===== src/rtl/eth_speed_ctrl_pkg.sv =====
// Shared speed codes, FSM states and helpers for the Ethernet speed controller.
// Imported by the controller top and its divider.
package eth_speed_ctrl_pkg;

  localparam logic [1:0] SPEED_10M  = 2'b00;
  localparam logic [1:0] SPEED_100M = 2'b01;
  localparam logic [1:0] SPEED_1G   = 2'b10;

  typedef enum logic [1:0] {
    ST_RUN,
    ST_WAIT,
    ST_QUIESCE,
    ST_APPLY
  } state_e;

  // The reserved code 11 falls back to the slowest rate.
  function automatic logic [1:0] norm_speed(input logic [1:0] s);
    return (s == 2'b11) ? SPEED_10M : s;
  endfunction

endpackage


===== src/rtl/clk_en_div.sv =====
// Programmable clock-enable divider: one strobe every div cycles.
// Sync clear restarts the phase; en gates the strobe without stopping the count.
module clk_en_div #(
  parameter int DW = 6
) (
  input  logic          clk,
  input  logic          rst,
  input  logic [DW-1:0] div,
  input  logic          clr,
  input  logic          en,
  output logic          strobe
);

  logic [DW-1:0] cnt;

  always_ff @(posedge clk) begin
    if (rst || clr) begin
      cnt    <= '0;
      strobe <= 1'b0;
    end else begin
      strobe <= en && (cnt == '0);
      cnt    <= (cnt >= div - DW'(1)) ? '0 : cnt + DW'(1);
    end
  end

endmodule


===== src/rtl/eth_speed_ctrl.sv =====
// Link-speed controller: generates clk_enable/mii_select and switches rate
// only after RX/TX have drained, with a forced switch on idle timeout.
module eth_speed_ctrl
  import eth_speed_ctrl_pkg::*;
#(
  parameter logic [1:0] RESET_SPEED    = 2'b10,
  parameter int         DIV_100M       = 5,
  parameter int         DIV_10M        = 50,
  parameter int         DRAIN_STROBES  = 12,
  parameter int         QUIESCE_CYCLES = 16,
  parameter int         IDLE_TIMEOUT   = 1000000
) (
  input  logic       clk,
  input  logic       rst,
  input  logic [1:0] cfg_speed,
  input  logic       cfg_speed_valid,
  output logic       cfg_speed_ready,
  input  logic       gmii_rx_dv,
  input  logic       tx_busy,
  output logic       clk_enable,
  output logic       mii_select,
  output logic [1:0] speed,
  output logic       change_pending,
  output logic       change_done,
  output logic       change_forced
);

  localparam int DW = $clog2(DIV_10M + 1);
  localparam int IW = $clog2(DRAIN_STROBES + 1);
  localparam int TW = $clog2(IDLE_TIMEOUT + 1);
  localparam int QW = $clog2(QUIESCE_CYCLES + 1);

  state_e        state, state_n;
  logic [1:0]    target, target_n, speed_n;
  logic          ready_n, pend_n, done_n, forced_n;
  logic          fflag, fflag_n;
  logic [IW-1:0] idle_cnt, idle_n;
  logic [TW-1:0] to_cnt, to_n;
  logic [QW-1:0] q_cnt, q_n;
  logic [DW-1:0] div;
  logic          div_clr, div_en, idle;

  assign idle   = !gmii_rx_dv && !tx_busy;
  assign div_en = (state_n == ST_RUN) || (state_n == ST_WAIT);

  always_comb begin
    div = DW'(DIV_10M);
    unique case (1'b1)
      (speed == SPEED_1G):   div = DW'(1);
      (speed == SPEED_100M): div = DW'(DIV_100M);
      default:               div = DW'(DIV_10M);
    endcase
  end

  clk_en_div #(.DW(DW)) u_div (
    .clk    (clk),
    .rst    (rst),
    .div    (div),
    .clr    (div_clr),
    .en     (div_en),
    .strobe (clk_enable)
  );

  always_comb begin
    state_n  = state;
    speed_n  = speed;
    target_n = target;
    ready_n  = cfg_speed_ready;
    pend_n   = change_pending;
    done_n   = 1'b0;
    forced_n = 1'b0;
    fflag_n  = fflag;
    idle_n   = idle_cnt;
    to_n     = to_cnt;
    q_n      = q_cnt;
    div_clr  = 1'b0;
    unique case (state)
      ST_RUN: begin
        ready_n = 1'b1;
        if (cfg_speed_valid && cfg_speed_ready) begin
          if (norm_speed(cfg_speed) == speed) begin
            done_n = 1'b1;
          end else begin
            target_n = norm_speed(cfg_speed);
            pend_n   = 1'b1;
            ready_n  = 1'b0;
            idle_n   = '0;
            to_n     = '0;
            fflag_n  = 1'b0;
            state_n  = ST_WAIT;
          end
        end
      end
      ST_WAIT: begin
        if (to_cnt < TW'(IDLE_TIMEOUT))
          to_n = to_cnt + TW'(1);
        if (clk_enable) begin
          if (!idle)
            idle_n = '0;
          else if (idle_cnt < IW'(DRAIN_STROBES))
            idle_n = idle_cnt + IW'(1);
        end
        // Timeout takes priority so a coincident drain still reports forced.
        if (to_cnt == TW'(IDLE_TIMEOUT - 1)) begin
          fflag_n = 1'b1;
          q_n     = '0;
          state_n = ST_QUIESCE;
        end else if (clk_enable && idle &&
                     idle_cnt == IW'(DRAIN_STROBES - 1)) begin
          q_n     = '0;
          state_n = ST_QUIESCE;
        end
      end
      ST_QUIESCE: begin
        q_n = q_cnt + QW'(1);
        if (q_cnt == QW'(QUIESCE_CYCLES - 1)) begin
          speed_n  = target;
          pend_n   = 1'b0;
          done_n   = 1'b1;
          forced_n = fflag;
          div_clr  = 1'b1;
          state_n  = ST_APPLY;
        end
      end
      ST_APPLY: begin
        ready_n = 1'b1;
        state_n = ST_RUN;
      end
      default: state_n = ST_RUN;
    endcase
  end

  always_ff @(posedge clk) begin
    if (rst) begin
      state           <= ST_RUN;
      speed           <= RESET_SPEED;
      mii_select      <= (RESET_SPEED != SPEED_1G);
      target          <= RESET_SPEED;
      cfg_speed_ready <= 1'b1;
      change_pending  <= 1'b0;
      change_done     <= 1'b0;
      change_forced   <= 1'b0;
      fflag           <= 1'b0;
      idle_cnt        <= '0;
      to_cnt          <= '0;
      q_cnt           <= '0;
    end else begin
      state           <= state_n;
      speed           <= speed_n;
      mii_select      <= (speed_n != SPEED_1G);
      target          <= target_n;
      cfg_speed_ready <= ready_n;
      change_pending  <= pend_n;
      change_done     <= done_n;
      change_forced   <= forced_n;
      fflag           <= fflag_n;
      idle_cnt        <= idle_n;
      to_cnt          <= to_n;
      q_cnt           <= q_n;
    end
  end

endmodule

===== config.mk =====
export PLATFORM = sky130hd
export DESIGN_NAME = eth_speed_ctrl
export DESIGN_NICKNAME = d
export VERILOG_FILES = /design/src/rtl/eth_speed_ctrl_pkg.sv /design/src/rtl/clk_en_div.sv /design/src/rtl/eth_speed_ctrl.sv
export SDC_FILE = /design/constraint.sdc
export NUM_CORES = 1
export LEC_CHECK = 0
export ABC_AREA = 0
export BUFFER_PORTS_ARGS = -buffer_cell sky130_fd_sc_hd__buf_4
export CAP_MARGIN = 40
export CORE_MARGIN = 5
export CORE_UTILIZATION = 52
export CTS_BUF_LIST = sky130_fd_sc_hd__clkbuf_4 sky130_fd_sc_hd__clkbuf_8
export DETAILED_ROUTE_END_ITERATION = 8
export MAX_ROUTING_LAYER = met4
export PLACE_DENSITY = 0.7
export SLEW_MARGIN = 10
export SYNTH_ARGS = -nofsm -noshare
export SYNTH_HDL_FRONTEND = slang
export SYNTH_SLANG_ARGS = --single-unit

===== constraint.sdc =====
create_clock -name clk -period 2.4 [get_ports clk]
set_input_delay 0.36 -clock clk [delete_from_list [all_inputs] [get_ports clk]]
set_output_delay 0.36 -clock clk [all_outputs]
set_load 0.05 [all_outputs]

### Yosys cells after proc, flatten, opt, wreduce, memory -nomap -nowiden

Cells that the tools add are included.

* bits in registers: 48
* output and inout bits: 8
* logic and storage cells: 107

* reductions and logical operators: 24
* order comparisons: 3
* add/subtract/negate cells: 5
* equality and inequality tests: 20
* muxes and demuxes: 38
* bitwise operators: 3

Operators by type and width (count)
* 20-bit two-way mux: 3
* 20-bit case mux with 2 select lines: 1
* 20-bit by 1-bit adder with 20-bit output (second input constant): 1
* 20-bit == test (second input constant): 1
* 20-bit < comparator (second input constant): 1
* 4-bit two-way mux: 5
* 2-bit two-way mux: 8
* 2-bit inequality test (second input constant): 6
* 6-bit case mux with 2 select lines: 1
* 4-bit AND reduction: 3
* 1-bit two-way mux: 11
* 5-bit two-way mux: 2
* 5-bit case mux with 2 select lines: 1
* 2-bit == test (second input constant): 4
* 1-bit case mux with 2 select lines: 4
* 2-bit case mux with 4 select lines: 1
* 4-bit case mux with 2 select lines: 1
* 2-bit nonzero test: 4
* 6-bit by 1-bit adder with 6-bit output (second input constant): 1
* 2-bit by 1-bit == test with 1-bit output (second input constant): 3
* 6-bit greater-or-equal comparator: 1
* 6-bit logical NOT: 1
* 3-bit inequality test (second input constant): 2
* 6-bit by 1-bit subtractor with 6-bit output (second input constant): 1
* other kinds (17): 26

### Logic depth before layout (Yosys ltp)

* depth in word-level cells: 10
* gate-level depth with buffers: 9
* gate-level depth less buffers: 8

### Hierarchy

From an unflattened synthesis, not the netlist that was laid out.

* cells, all modules: 346
* area, all modules: 2855.2 µm²

Modules (own cells, without submodules)
* eth_speed_ctrl: area an instance 2346.0 µm², cells an instance 290, instances 1
* clk_en_div: area an instance 509.2 µm², cells an instance 56, instances 1

### Worst setup path after synthesis

Ideal clock, no wire load.

* path kind: register -> register
* start: reg speed[0]
* end: reg u_div.cnt[2]
* setup time: 0.066 ns
* buffers on the path: 0
* setup slack: -0.081 ns
* arrival time: 2.415 ns
* stages on the path, launching flop included: 9
* cell sequence: dfxtp_1 > inv_1 > ha_1 > ha_1 > or3b_2 > a21o_1 > a21oi_1 > o21ai_1 > nor2_1

* longest elaborated chain between the ends: 5

Ends and longest elaborated chain
* from (decl): RTL line eth_speed_ctrl.sv:22 `output logic [1:0] speed,`
* from (signal assigned): RTL line eth_speed_ctrl.sv:149 `speed <= speed_n;`
* 2-bit by 1-bit == test with 1-bit output or 2-bit == test (tied branches): RTL line eth_speed_ctrl.sv:50, eth_speed_ctrl.sv:49
* 6-bit case mux with 2 select lines *: RTL line eth_speed_ctrl.sv:48 `unique case (1'b1)`
* 6-bit by 1-bit subtractor with 6-bit output *: RTL line clk_en_div.sv:22 `cnt <= (cnt >= div - DW'(1)) ? '0 : cnt + DW'(1);`
* 6-bit greater-or-equal comparator *: RTL line clk_en_div.sv:22
* 2-bit OR reduction (no line) *
* to (signal assigned): RTL line clk_en_div.sv:22
* to (decl): RTL line clk_en_div.sv:14 `logic [DW-1:0] cnt;`

Every way passes the cells marked *; elsewhere a longest branch is shown, timed or not.
A chain may end at the register's enable or synchronous reset.

### Final worst setup path

* start: reg speed[0]
* end: reg u_div.cnt[4]

Same word-level chain as after synthesis.

==> impl_results.md <==
- Top_reg_cell synth: dfxtp_1
- Port Buffers: 14
- Total negative slack: 0 ns
- Synth Instances: ~330
- Initial core utilization: 0.534
- First-pass GRT wire length: roughly 11000 µm
- WP data required: 2.64 ns
- PD cells: roughly 510 mW/mm²
- Die area: approximately 0.0068 mm²
- Final period utilization: 0.915
- CTS clk-pin slew, worst paths: 0.08 ns
- Total leakage power: about 1.1 nW
- Power, Total: 1.57 mW
- Clock sinks: 48
- Number of max-cap violations: 0
- Drt drc: 0
- Ant. Diodes: 0
- Average size of a mapped cell: 8.29 µm²
- Commonest non-fill, non-tap cell in the layout: dfxtp_1
- Setup crit start kind: flop
- Yosys cell types: 63
- CTS Root Cell: clkbuf_8
- Endpoints failing setup: 0
- Peak VDD IR: 0.000323 V
- Syn-to-layout area delta: 12.0%
- Hold path depth: 2
- Commonest cells after routing, fill and taps aside: 47 x dfxtp_1, 28 x a21oi_1, 28 x buf_4, 25 x nand2_1, 24 x nor2_1
- Pre-CTS WS: slightly above 0.2 ns
- Clock tree buffer depth: 2
- Worst Path Arrival: roughly 2.4 ns
- YS warnings: 0
- Hold_ws: 0.322 ns
- Antenna-violating nets left: 0
- Iteration-0 DRC Markers: 141
- Max Slew Vio Count: 0
- HPWL Detailed: ~4400 µm
- Post-CTS setup buffer count: 0
- CTS Buf Count: 5
- Yosys top cell by area: dfxtp_1
- Chip width: between 80 and 90 µm
- Post-DP Area: between 0.002 and 0.003 mm²
- Number of global-route vias before repair: 2289
- Routed len/inst: 14.3 µm
- Core Rows: 26
- CTS H-Tree Depth: 2
- Clk_skew: between 0.005 and 0.006 ns
- Synth top area cells: dfxtp_1 35%, ha_1 7.8%, a21oi_1 5.1%
- Placer Congestion: between 0.8 and 0.9
- Setup crit end kind: flop
- Final WS setup: 0.204 ns
- R2R cell count: 8
- Via count: roughly 2.5k
- Final wirelength: 6030 µm
- Finished Core Util: 0.598
- Drt pass-1 iters: 4
- Top Ports: 15
- Number of synthesized flops with an enable pin: 0
- Min-delay worst type: in -> reg
- Setup Crit Path Kind: reg -> reg
- Outcome: complete, no violations
- Cell area after synthesis: about 0.0027 mm²
- Largest net degree at the start of global routing: 19
- Vias per std cell: between 5 and 6
- GRT Total Usage: 0.206
- Post-route cell area: just over 0.003 mm²
- Core ar.: ~0.0051 mm²
- Sequential element share of the synthesized area: 0.352
- Critical path peak fanout: 7
- CTS tree: yes
- Clock Latency Late Sink: 0.30 ns
- Placed insts: 413
- Share of the synthesized area in the top cell type: 0.352
- Fin cells: between 400 and 500
- Post-layout min period: 2.20 ns
- Ys async rst share: 0
- Final Hold Violating Endpoints: 0
- Die Ht: 82.4 µm
- Initial antenna violation count: 0
- Max Clk Rate: roughly 0.46 GHz
- Syn_nets: about 350
- Grt total ovfl: 0
- Layout cell share with drive strength beyond 1: 0.151
- Unrepaired setup endpoints after global routing: false
- Yosys reg bits: 48
- Fin nets: between 300 and 400
kinds of logic (layout without fill, tap and decap cells):
logic type / Yosys count / count (layout) / synth area share
and+or+nand+nor: 135 / 135 / 0.276
AOI/OAI and AO/OA: 89 / 89 / 0.217
DFF: 48 / 48 / 0.352
buffers and inverters: 31 / 53 / 0.0491
adders and majority gates: 17 / 17 / 0.0779
xor gates and xnor gates: 6 / 6 / 0.0193
muxes: 2 / 2 / 0.00734
other: 1 / 1 / 0.00137
per-layer routing:
layer	share of wire	track usage	vias to the layer above
li1	-	-	1268
met1	0.49	0.281	1171
met2	0.45	0.296	42
met3	0.042	0.0542	7
met4	0.012	0.0664	0
met5	0	-	-
state kept, by name, summed over array words and instances, names as in the netlist, named ones only:
name,count
speed,2
fflag,1
state,1
to_cnt,20
q_cnt,5
cfg_speed_ready,1
mii_select,1
target,2
u_div.strobe,1
change_forced,1
u_div.cnt,6
change_pending,1
change_done,1
idle_cnt,4
where the power goes:
part	leakage, nW	internal, mW	total, mW	switching [mW]
registers	0.389	0.812	0.827	0.0150
clock network	0.0523	0.258	0.523	0.265
logic	0.657	0.0780	0.220	0.142
total	1.10	1.15	1.57	0.422
cell usage after synthesis (2+ instances only):
cell type and number:
a2111oi_0 2, a21oi_1 28, a31o_2 2, a31oi_1 3, and3_1 6, and4_1 3
buf_2 5, clkbuf_1 7, dfxtp_1 48, ha_1 17, inv_1 16, mux2i_1 2
nand2_1 25, nand2b_1 2, nand3_1 17, nand4_1 16, nor2_1 24, nor2b_1 3
nor3_1 7, nor4_1 4, o211ai_1 2, o21ai_0 18, o21ai_1 9, o22ai_1 3
o311ai_1 2, o31ai_1 3, or3_1 14, or4_1 2, xnor2_1 3, xor2_1 3
critical path: stages, from the launching register on:
cell and delay (ns):
dfxtp_2 0.41, inv_1 0.06, ha_1 0.31, ha_1 0.26, or3b_2 0.45, a21o_1 0.18, a21oi_1 0.13, o21ai_1 0.17
nor2_1 0.15
repair_timing:
action                                  CTS  global route
hold buffers                              0             0
gates resized for setup                   0             1
endpoints found under the setup margin    0             4
final cells by class:
cell class | count | area [µm²]
Clock buffer | 8 | 97.6
Fill cell | 481 | 2050
Inverter | 17 | 63.8
Multi-Input combinational cell | 250 | 1640
Sequential cell | 48 | 962
Tap cell | 70 | 87.6
Timing Repair Buffer | 28 | 210
path summary, 6_finish.rpt:
kind / slack [ns] / from / end
setup / recovery: 0.20 / speed[0]$_SDFF_PP0_ / u_div.cnt[4]$_SDFF_PP0_
hold / removal: 0.32 / cfg_speed[0] / target[1]$_SDFFE_PP1P_
setup reg to reg: 0.20 / speed[0]$_SDFF_PP0_ / u_div.cnt[4]$_SDFF_PP0_
hold reg to reg: 0.46 / target[0]$_SDFFE_PP0P_ / target[0]$_SDFFE_PP0P_
No activity file was read; power rests on OpenSTA's default activity.
